File: config.mk
export PLATFORM = sky130hd
export DESIGN_NAME = mult_arbiter
export DESIGN_NICKNAME = d
export VERILOG_FILES = /design/src/rtl/mult_arb_pkg.sv /design/src/rtl/mult_arbiter_rr_pick.sv /design/src/rtl/mult_arbiter.sv
export SDC_FILE = /design/constraint.sdc
export NUM_CORES = 1
export LEC_CHECK = 0
export CORE_UTILIZATION = 40
export CTS_CLUSTER_SIZE = 25
export DETAILED_ROUTE_END_ITERATION = 16
export PLACE_DENSITY_LB_ADDON = 0.05
export SYNTH_ARGS = -nofsm -noshare
export SYNTH_HDL_FRONTEND = slang
export SYNTH_SLANG_ARGS = --single-unit
export TNS_END_PERCENT = 10
File: constraint.sdc
create_clock -name clk_in -period 2 [get_ports clk_in]
set_input_delay 0.3 -clock clk_in [delete_from_list [all_inputs] [get_ports clk_in]]
set_output_delay 0.3 -clock clk_in [all_outputs]
set_load 0.01 [all_outputs]
File: src/rtl/mult_arb_pkg.sv
// -----------------------------------------------------------------------------
// mult_arb_pkg
//   Shared types and constants for the multiplier arbiter.
//   - arb_state_t : arbiter FSM state encoding
//   - OPW_DEF     : default operand width
//   - PROD_W      : default product width (2 * OPW_DEF)
//   - wrap_inc()  : index + 1 modulo n, used for the round-robin pointer
// -----------------------------------------------------------------------------
package mult_arb_pkg;

    typedef enum logic [1:0] {
        IDLE  = 2'd0,
        ISSUE = 2'd1,
        WAIT  = 2'd2,
        RESP  = 2'd3
    } arb_state_t;

    localparam int OPW_DEF = 4;
    localparam int PROD_W  = 2 * OPW_DEF;

    // Next index after idx in a ring of n slots.
    function automatic int unsigned wrap_inc(input int unsigned idx, input int unsigned n);
        return (idx + 1 >= n) ? 0 : idx + 1;
    endfunction

endpackage

File: src/rtl/mult_arbiter_rr_pick.sv
// -----------------------------------------------------------------------------
// rr_pick
//   Combinational round-robin picker. Scans the request vector starting at
//   the priority pointer and wrapping around; the first set bit wins.
//   Ports:
//     req_i   [N-1:0]   request vector
//     ptr_i   [IDW-1:0] index that has highest priority this cycle
//     grant_o [N-1:0]   one-hot grant (all zero when nothing requests)
//     idx_o   [IDW-1:0] index of the granted requester (0 when none)
//     any_o             at least one request present
// -----------------------------------------------------------------------------
module rr_pick #(
    parameter  int N   = 4,
    localparam int IDW = $clog2(N)
) (
    input  logic [N-1:0]   req_i,
    input  logic [IDW-1:0] ptr_i,
    output logic [N-1:0]   grant_o,
    output logic [IDW-1:0] idx_o,
    output logic           any_o
);

    // Slot k positions after the pointer; p and k are both < N, so a
    // single conditional subtract replaces a general modulo.
    function automatic int slot(input int p, input int k);
        int s;
        s = p + k;
        return (s >= N) ? s - N : s;
    endfunction

    always_comb begin
        idx_o   = '0;
        any_o   = 1'b0;
        grant_o = '0;
        // Walk from the farthest slot back to the pointer so the closest
        // valid requester is the last (winning) assignment.
        for (int k = N - 1; k >= 0; k--) begin
            if (req_i[slot(int'(ptr_i), k)]) begin
                idx_o = IDW'(slot(int'(ptr_i), k));
                any_o = 1'b1;
            end
        end
        for (int j = 0; j < N; j++) begin
            grant_o[j] = any_o && (idx_o == IDW'(j));
        end
    end

endmodule

File: src/rtl/mult_arbiter.sv
// -----------------------------------------------------------------------------
// mult_arbiter
//   Shares one shift-add multiplier between NUM_REQ requesters. A round-robin
//   grant picks one request, its operands are captured and driven to the
//   multiplier, a one-cycle start pulse is issued, and the product returned
//   by the multiplier is presented on the response port tagged with the
//   requester index. One operation is in flight at a time.
//
//   Optional feature: define MULT_ARB_TIMEOUT_EN to bound the wait for
//   mul_ready to TIMEOUT cycles; on expiry a zero product is returned with
//   rsp_err set. Without the macro the wait is unbounded and rsp_err is 0.
//
//   Ports:
//     clk_in, rst_in          clock (posedge) / async active-low reset
//     req_valid/req_ready     per-requester handshake, ready is one-hot
//     req_x, req_y            packed operands, requester i at [i*OPW +: OPW]
//     rsp_valid/rsp_ready     response handshake
//     rsp_id, rsp_product     requester index and 2*OPW-bit product
//     rsp_err                 timeout flag
//     mul_start, mul_x, mul_y start pulse and operands to the multiplier
//     mul_product, mul_ready  result and done from the multiplier
// -----------------------------------------------------------------------------
module mult_arbiter
    import mult_arb_pkg::*;
#(
    parameter  int NUM_REQ = 4,
    parameter  int OPW     = OPW_DEF,
    parameter  int TIMEOUT = 32,
    localparam int IDW     = $clog2(NUM_REQ),
    localparam int PW      = 2 * OPW
) (
    input  logic                   clk_in,
    input  logic                   rst_in,
    input  logic [NUM_REQ-1:0]     req_valid,
    input  logic [NUM_REQ*OPW-1:0] req_x,
    input  logic [NUM_REQ*OPW-1:0] req_y,
    output logic [NUM_REQ-1:0]     req_ready,
    output logic                   rsp_valid,
    input  logic                   rsp_ready,
    output logic [IDW-1:0]         rsp_id,
    output logic [PW-1:0]          rsp_product,
    output logic                   rsp_err,
    output logic                   mul_start,
    output logic [OPW-1:0]         mul_x,
    output logic [OPW-1:0]         mul_y,
    input  logic [PW-1:0]          mul_product,
    input  logic                   mul_ready
);

    if (NUM_REQ < 2 || NUM_REQ > 8 || OPW < 1 || TIMEOUT < 1) begin : g_param_check
        $error("mult_arbiter: parameter out of range");
    end

    arb_state_t     state_q;
    logic [IDW-1:0] ptr_q;
    logic [IDW-1:0] id_q;
    logic [OPW-1:0] x_q, y_q;
    logic [PW-1:0]  prod_q;
    logic           start_q;
    logic           rsp_valid_q;

    logic [NUM_REQ-1:0] pick_grant;
    logic [IDW-1:0]     pick_idx;
    logic               pick_any;
    logic [OPW-1:0]     sel_x, sel_y;

    rr_pick #(.N(NUM_REQ)) u_pick (
        .req_i   (req_valid),
        .ptr_i   (ptr_q),
        .grant_o (pick_grant),
        .idx_o   (pick_idx),
        .any_o   (pick_any)
    );

    // Accept is only offered while idle; losers simply keep requesting.
    assign req_ready = (state_q == IDLE) ? pick_grant : '0;

    assign sel_x = req_x[pick_idx*OPW +: OPW];
    assign sel_y = req_y[pick_idx*OPW +: OPW];

`ifdef MULT_ARB_TIMEOUT_EN
    localparam int CNT_W = $clog2(TIMEOUT + 1);
    logic [CNT_W-1:0] cnt_q;
    logic             err_q;
`endif

    always_ff @(posedge clk_in or negedge rst_in) begin
        if (!rst_in) begin
            state_q     <= IDLE;
            ptr_q       <= '0;
            id_q        <= '0;
            x_q         <= '0;
            y_q         <= '0;
            prod_q      <= '0;
            start_q     <= 1'b0;
            rsp_valid_q <= 1'b0;
`ifdef MULT_ARB_TIMEOUT_EN
            cnt_q       <= '0;
            err_q       <= 1'b0;
`endif
        end else begin
            case (state_q)
                IDLE: begin
                    if (pick_any) begin
                        x_q     <= sel_x;
                        y_q     <= sel_y;
                        id_q    <= pick_idx;
                        start_q <= 1'b1;
`ifdef MULT_ARB_TIMEOUT_EN
                        err_q   <= 1'b0;
`endif
                        state_q <= ISSUE;
                    end
                end
                ISSUE: begin
                    // mul_ready seen here belongs to no operation of ours.
                    start_q <= 1'b0;
`ifdef MULT_ARB_TIMEOUT_EN
                    cnt_q   <= '0;
`endif
                    state_q <= WAIT;
                end
                WAIT: begin
                    if (mul_ready) begin
                        prod_q      <= mul_product;
                        rsp_valid_q <= 1'b1;
                        state_q     <= RESP;
                    end
`ifdef MULT_ARB_TIMEOUT_EN
                    else if (cnt_q == CNT_W'(TIMEOUT - 1)) begin
                        prod_q      <= '0;
                        err_q       <= 1'b1;
                        rsp_valid_q <= 1'b1;
                        state_q     <= RESP;
                    end else begin
                        cnt_q <= cnt_q + 1'b1;
                    end
`endif
                end
                RESP: begin
                    if (rsp_ready) begin
                        rsp_valid_q <= 1'b0;
                        ptr_q       <= IDW'(wrap_inc(32'(id_q), NUM_REQ));
                        state_q     <= IDLE;
                    end
                end
                default: state_q <= IDLE;
            endcase
        end
    end

    assign rsp_valid   = rsp_valid_q;
    assign rsp_id      = id_q;
    assign rsp_product = prod_q;
    assign mul_start   = start_q;
    assign mul_x       = x_q;
    assign mul_y       = y_q;
`ifdef MULT_ARB_TIMEOUT_EN
    assign rsp_err     = err_q;
`else
    assign rsp_err     = 1'b0;
`endif

endmodule
Yosys cells after proc, flatten, opt, wreduce, memory -nomap -nowiden
Cells that the tools add are included.
{"block": "classes", "div": 0, "reduce_logical": 14, "shift": 2, "multipliers": 0, "eq_ne": 9, "bitwise_logic": 0, "n_addsub": 8, "mux": 35, "order_cmp": 9}
{"op": "$lt 32x4->1 const B", "count": 4}
{"op": "$mux 32", "count": 4}
{"op": "$ge 32x4->1 const B", "count": 3}
{"op": "$sub 32x4->32 const B", "count": 3}
{"op": "$shiftx 16x5->4", "count": 2}
{"op": "$mux 2", "count": 8}
{"op": "$mux 1", "count": 15}
{"op": "$bmux 1 s2", "count": 4}
{"op": "$eq 2x2->1 const B", "count": 4}
{"op": "$pmux 2 s4", "count": 1}
{"op": "$reduce_and 2->1", "count": 4}
{"op": "$add 2x1->3 const B", "count": 2}
{"op": "$add 2x2->3 const B", "count": 2}
{"op": "$ne 2x2->1 const B", "count": 3}
{"op": "$reduce_and 3->1", "count": 2}
{"op": "$eq 2x1->1 const B", "count": 2}
{"op": "$logic_and 1x1->1", "count": 4}
{"op": "$logic_not 2->1", "count": 2}
{"op": "$mux 4", "count": 1}
{"op": "$pmux 1 s2", "count": 2}
{"op": "$reduce_bool 2->1", "count": 2}
{"op": "$sub 2x3->4 const B", "count": 1}
{"op": "$ge 2x3->1 const B", "count": 1}
{"op": "$ge 3x3->1 const B", "count": 1}
{"block": "totals", "wordCells": 85, "in_bits": 48, "n_memories": 0, "out_inout_bits": 25, "romBits": 0, "latch_bits": 0, "register_bits": 24, "ram_bits": 0}

Depth between registers and ports, before layout
{"block": "depth", "ltp_word": 13, "ltp_mapped": 7, "mapped_depth_nobuf": 6}

Hierarchy
A second synthesis with hierarchy kept.
{"block": "hier_totals", "cells_unflattened": 140, "area_unflattened_um2": 1461.4}
{"mod": "mult_arbiter", "area_each_um2": 1249.9, "seq_area_each_um2": 600.6, "cells_per_inst": 107, "n_inst": 1}
{"mod": "rr_pick", "area_each_um2": 211.5, "seq_area_each_um2": 0.0, "cells_per_inst": 33, "n_inst": 1}

Least setup slack after synthesis
OpenSTA, ideal clock, no wires.
{"block": "synth_path", "path_type": "register -> output", "start": "register ptr_q[1]", "end": "output port req_ready[3]", "t_arrival_ns": 1.455, "n_path_buf": 1, "required_ns": 1.700, "stages_incl_launch_ff": 6, "slack_ns": 0.245, "path_cell_list": "dfrtp_1 -> nand2b_1 -> a31oi_4 -> nand2_4 -> buf_6 -> nor3_1"}
{"block": "synth_via", "elab_chain_cells": 13, "word_cells_on_any_way": 38, "cone_classes": "7 x add/sub; 4 x order compare; 1 x eq/ne; 25 x mux; 1 x reduce/logical"}
{"item": "start, declared", "line": "mult_arbiter.sv:55", "text": "logic [IDW-1:0] ptr_q;"}
{"item": "start signal, assigned", "line": "mult_arbiter.sv:143", "text": "ptr_q <= IDW'(wrap_inc(32'(id_q), NUM_REQ));"}
{"item": "$add 2x2->3", "line": "mult_arbiter_rr_pick.sv:27", "text": "s = p + k;"}
{"item": "$sub 32x4->32 / $ge 32x4->1 (equally long branches)", "line": "mult_arbiter_rr_pick.sv:28", "text": "return (s >= N) ? s - N : s;"}
{"item": "$mux 32", "line": "mult_arbiter_rr_pick.sv:28"}
{"item": "$bmux 1 s2", "line": "mult_arbiter_rr_pick.sv:38", "text": "if (req_i[slot(int'(ptr_i), k)]) begin"}
{"item": "$mux 1 (not written as such) (2 in a row)", "line": "mult_arbiter_rr_pick.sv:38"}
{"item": "$mux 2 (4 in a row)", "line": "mult_arbiter_rr_pick.sv:38"}
{"item": "$eq 2x2->1", "line": "mult_arbiter_rr_pick.sv:44", "text": "grant_o[j] = any_o && (idx_o == IDW'(j));"}
{"item": "$logic_and 1x1->1 *", "line": "mult_arbiter_rr_pick.sv:44"}
{"item": "$mux 4 *", "line": "mult_arbiter.sv:76", "text": "assign req_ready = (state_q == IDLE) ? pick_grant : '0;"}
{"item": "end, declared", "line": "mult_arbiter.sv:37", "text": "output logic [NUM_REQ-1:0] req_ready,"}
Every way passes the cells marked *; elsewhere a longest branch is shown, timed or not. The select of a mux whose other input is x is not followed.

Worst setup path in the final report
{"block": "layout_path", "start": "register ptr_q[1]", "end": "output port req_ready[1]"}
{"block": "layout_via", "elab_chain_cells": 13, "word_cells_on_any_way": 38, "cone_classes": "7 x add/sub; 4 x order compare; 1 x eq/ne; 25 x mux; 1 x reduce/logical"}
{"item": "$add 2x2->3", "line": "mult_arbiter_rr_pick.sv:27"}
{"item": "$sub 32x4->32 / $ge 32x4->1 (equally long branches)", "line": "mult_arbiter_rr_pick.sv:28"}
{"item": "$mux 32", "line": "mult_arbiter_rr_pick.sv:28"}
{"item": "$bmux 1 s2", "line": "mult_arbiter_rr_pick.sv:38"}
{"item": "$mux 1 (not written as such) (2 in a row)", "line": "mult_arbiter_rr_pick.sv:38"}
{"item": "$mux 2 (4 in a row)", "line": "mult_arbiter_rr_pick.sv:38"}
{"item": "$eq 2x1->1", "line": "mult_arbiter_rr_pick.sv:44"}
{"item": "$logic_and 1x1->1 *", "line": "mult_arbiter_rr_pick.sv:44"}
{"item": "$mux 4 *", "line": "mult_arbiter.sv:76"}
Marks and branches as above.

==> key figures <==
GRT
  – Routing usage on met2: 0.426
  – Vias in the first global route: 1,463
  – Top Usage Layer GRT: met2
  – First-pass GRT wire length: 6980 um
  – Initial antenna violation count: 0
  – GRT met1 Usage: 0.276
  – Largest net degree at the start of global routing: 25
  – Met3 usage: 0.0313
  – GRT Util Overall: 0.231
  – GR Overflow Total: 0

Pwr
  – Power Total: 3.19 mW
  – Lkg Pwr: 1.05 nW
  – VDD IR-drop max: 0.723 mV
  – Pwr Density: 1300 nW/um^2

Job
  – Max-cap violation count: 0

Floorplan
  – Io pins: 73
  – Die Area: 3860 um^2
  – # rows: 21
  – Core Footprint: 3390 um^2
  – Initial Utilization: 0.426
  – Chip width: 62.1 um
  – Chip Height: 62.1 um

Worst hold path
  – Min-Delay Path Class: input port to async pin

Layout
  – Finished Layout Cells: 278
  – Final nets: 287
  – Final core occ: 0.723
  – Share of cells above drive strength 1: 0.263
  – Ant diodes: 0
  – Synth-to-Final Area Change: 69.5%

STA
  – Tcrit/Tclk final: 1.04
  – Pins Over Slew Limit: 0
  – Fmax: 0.482 GHz
  – Setup-failing EPs final: 3
  – Count of final hold-check violations: 0
  – Worst Clk Skew: 0.00216 ns
  – Period minus WS final: 2.07 ns
  – RSZ-0062 raised after global routing: yes
  – Setup WS post-layout: -0.0743 ns

Worst setup path
  – Crit-path max FO: 4
  – Worst setup EP type: output pin
  – Critical path arrival: 1.77 ns
  – Worst Path Required: 1.70 ns
  – WS Path Type: flop to output pin
  – Critical path startpoint category: flop

Logic synthesis
  – Ranking of synthesized cells by area: dfrtp_1, mux2_2, mux2i_1
  – Synth top area share: 0.416
  – Synthesized Nets: 194
  – Count leader, synth: dfrtp_1
  – Number of synthesized register bits: 24
  – Synth cell count leaders: dfrtp_1, o21ai_0, nand2_1
  – Synth Instances: 140
  – Cell variety after synth: 34
  – Synth async-reset ratio: 1.00
  – Synth area leader: dfrtp_1
  – Sequential-to-total area share from yosys stat: 0.416
  – Post-synth top flop: dfrtp_1
  – Post-synth EDFFs: 0
  – Syn_area_per_cell: 10.3 um^2
  – Warnings from Yosys: 0
  – Mapped cell area: 1450 um^2

Clocking
  – Clock Latency Late Sink: 0.31 ns
  – Number of buffers created by CTS: 3
  – CTS H-tree lvls: 1
  – CTS Root Buffer Type: clkbuf_4
  – Worst-path clk slew: 0.13 ns
  – CTS Sinks: 24
  – Hold buffers post-CTS: 0
  – CTS tree: done
  – Deepest clock path buffer count: 2

Place
  – Port Buffers: 71
  – # placed instances: 270
  – DP HPWL: 3150 um
  – RD Place Congestion: 0.788
  – Place WS: -0.424 ns

Detailed routing
  – Initial DRC count: 48
  – Total number of vias: 1,454
  – Antenna Nets Post-Route: 0
  – Via density: 5.23
  – 1st-pass router iterations: 4
  – WL per Instance: 14.9 um
  – Post-Route WL: 4160 um
  – DRC violations left: 0

Outcome
  – Failing checks: setup timing
  – Status: complete, but fails checks
==> report_power, final <==
part,switching [mW],leakage (nW),internal [mW]
clock,0.150,0.0279,0.203
sequential,0.157,0.288,0.728
combinational,0.878,0.737,1.07
==> area by class of cell <==
type                            count  area, um^2
Clock buffer                        3        22.5
Clock inverter                      1        30.0
Fill cell                         239         940
Inverter                            3        11.3
Multi-Input combinational cell    105         846
Sequential cell                    24         602
Tap cell                           46        57.6
Timing Repair Buffer               96         881
==> cell usage in the layout, fill, tap and decap left out, drive strengths merged <==
cell type and n:
a211o 8, a21o 1, a21oi 2, a221oi 1, a31o 1, a31oi 1
and3b 1, buf 29, bufinv 1, clkbuf 3, clkdlybuf4s50 66, conb 1
dfrtp 24, dlygate4sd2 1, ha 6, inv 3, mux2 9, mux2i 8
nand2 16, nand2b 5, nand3 9, nor2 3, nor2b 2, nor3 2
nor3b 1, nor4 1, o211ai 8, o21ai 16, o22ai 1, o2bb2ai 1
o31ai 1
==> kinds of logic after synthesis <==
| logic type | count (synthesis) | synth area share |
|---|---|---|
| flops | 24 | 0.416 |
| buf+inv | 11 | 0.0493 |
| fa+ha+maj | 6 | 0.0519 |
| compound gates | 41 | 0.207 |
| simple gates | 40 | 0.148 |
| other cells | 1 | 0.00259 |
| mux | 17 | 0.126 |
==> critical path: stages (launching register included) <==
cell and delay, ns:
dfrtp_1 0.45, buf_6 0.14, and3b_2 0.22, a31oi_4 0.19, nand2_4 0.10, nor3b_4 0.21
buf_2 0.16
==> metrics by stage <==
step           instance area [um^2]  TNS, ns  hold slack [ns]
5_1_grt                        2450   -0.350            0.338
2_1_floorplan                  1450        0          0.00441
4_1_cts                        2440   -0.110            0.325
6_report                       2450   -0.100            0.328
3_5_place_dp                   2310    -1.60            0.493
3_3_place_gp                   2310    -1.39            0.478
==> final timing paths <==
kind	from	to	slack, ns	depth (start not counted)
max	ptr_q[1]$_DFFE_PN0P_	req_ready[1]	-0.07	6
min	rst_in	state_q[0]$_DFFE_PN0P_	0.33	2
max reg2reg	ptr_q[1]$_DFFE_PN0P_	mul_x[2]$_DFFE_PN0P_	0.21	8
min reg2reg	mul_y[2]$_DFFE_PN0P_	mul_y[2]$_DFFE_PN0P_	0.52	2
max in group asynchronous	rst_in	ptr_q[0]$_DFFE_PN0P_	1.41	2
min in group clk_in	mul_y[2]$_DFFE_PN0P_	mul_y[2]$_DFFE_PN0P_	0.52	2
==> routing by layer <==
layer | wire length [um] | vias to the layer above
met5 | 0 | -
met4 | 49 | 0
met3 | 213 | 6
met2 | 2210 | 53
met1 | 1680 | 701
li1 | - | 694
==> repair_timing <==
| item | CTS | global route |
|---|---|---|
| cloned | 0 | 0 |
| buffers inserted | 4 | 0 |
| pin swaps | 7 | 3 |
| gates resized for setup | 31 | 4 |
| endpoints found under the setup margin | 4 | 4 |
==> state kept, by name, indices dropped and copies added (netlist names) <==
signal,count
rsp_id,2
ptr_q,2
rsp_product,8
mul_y,4
mul_start,1
mul_x,4
state_q,2
rsp_valid,1
(Power assumes the default switching activity.)
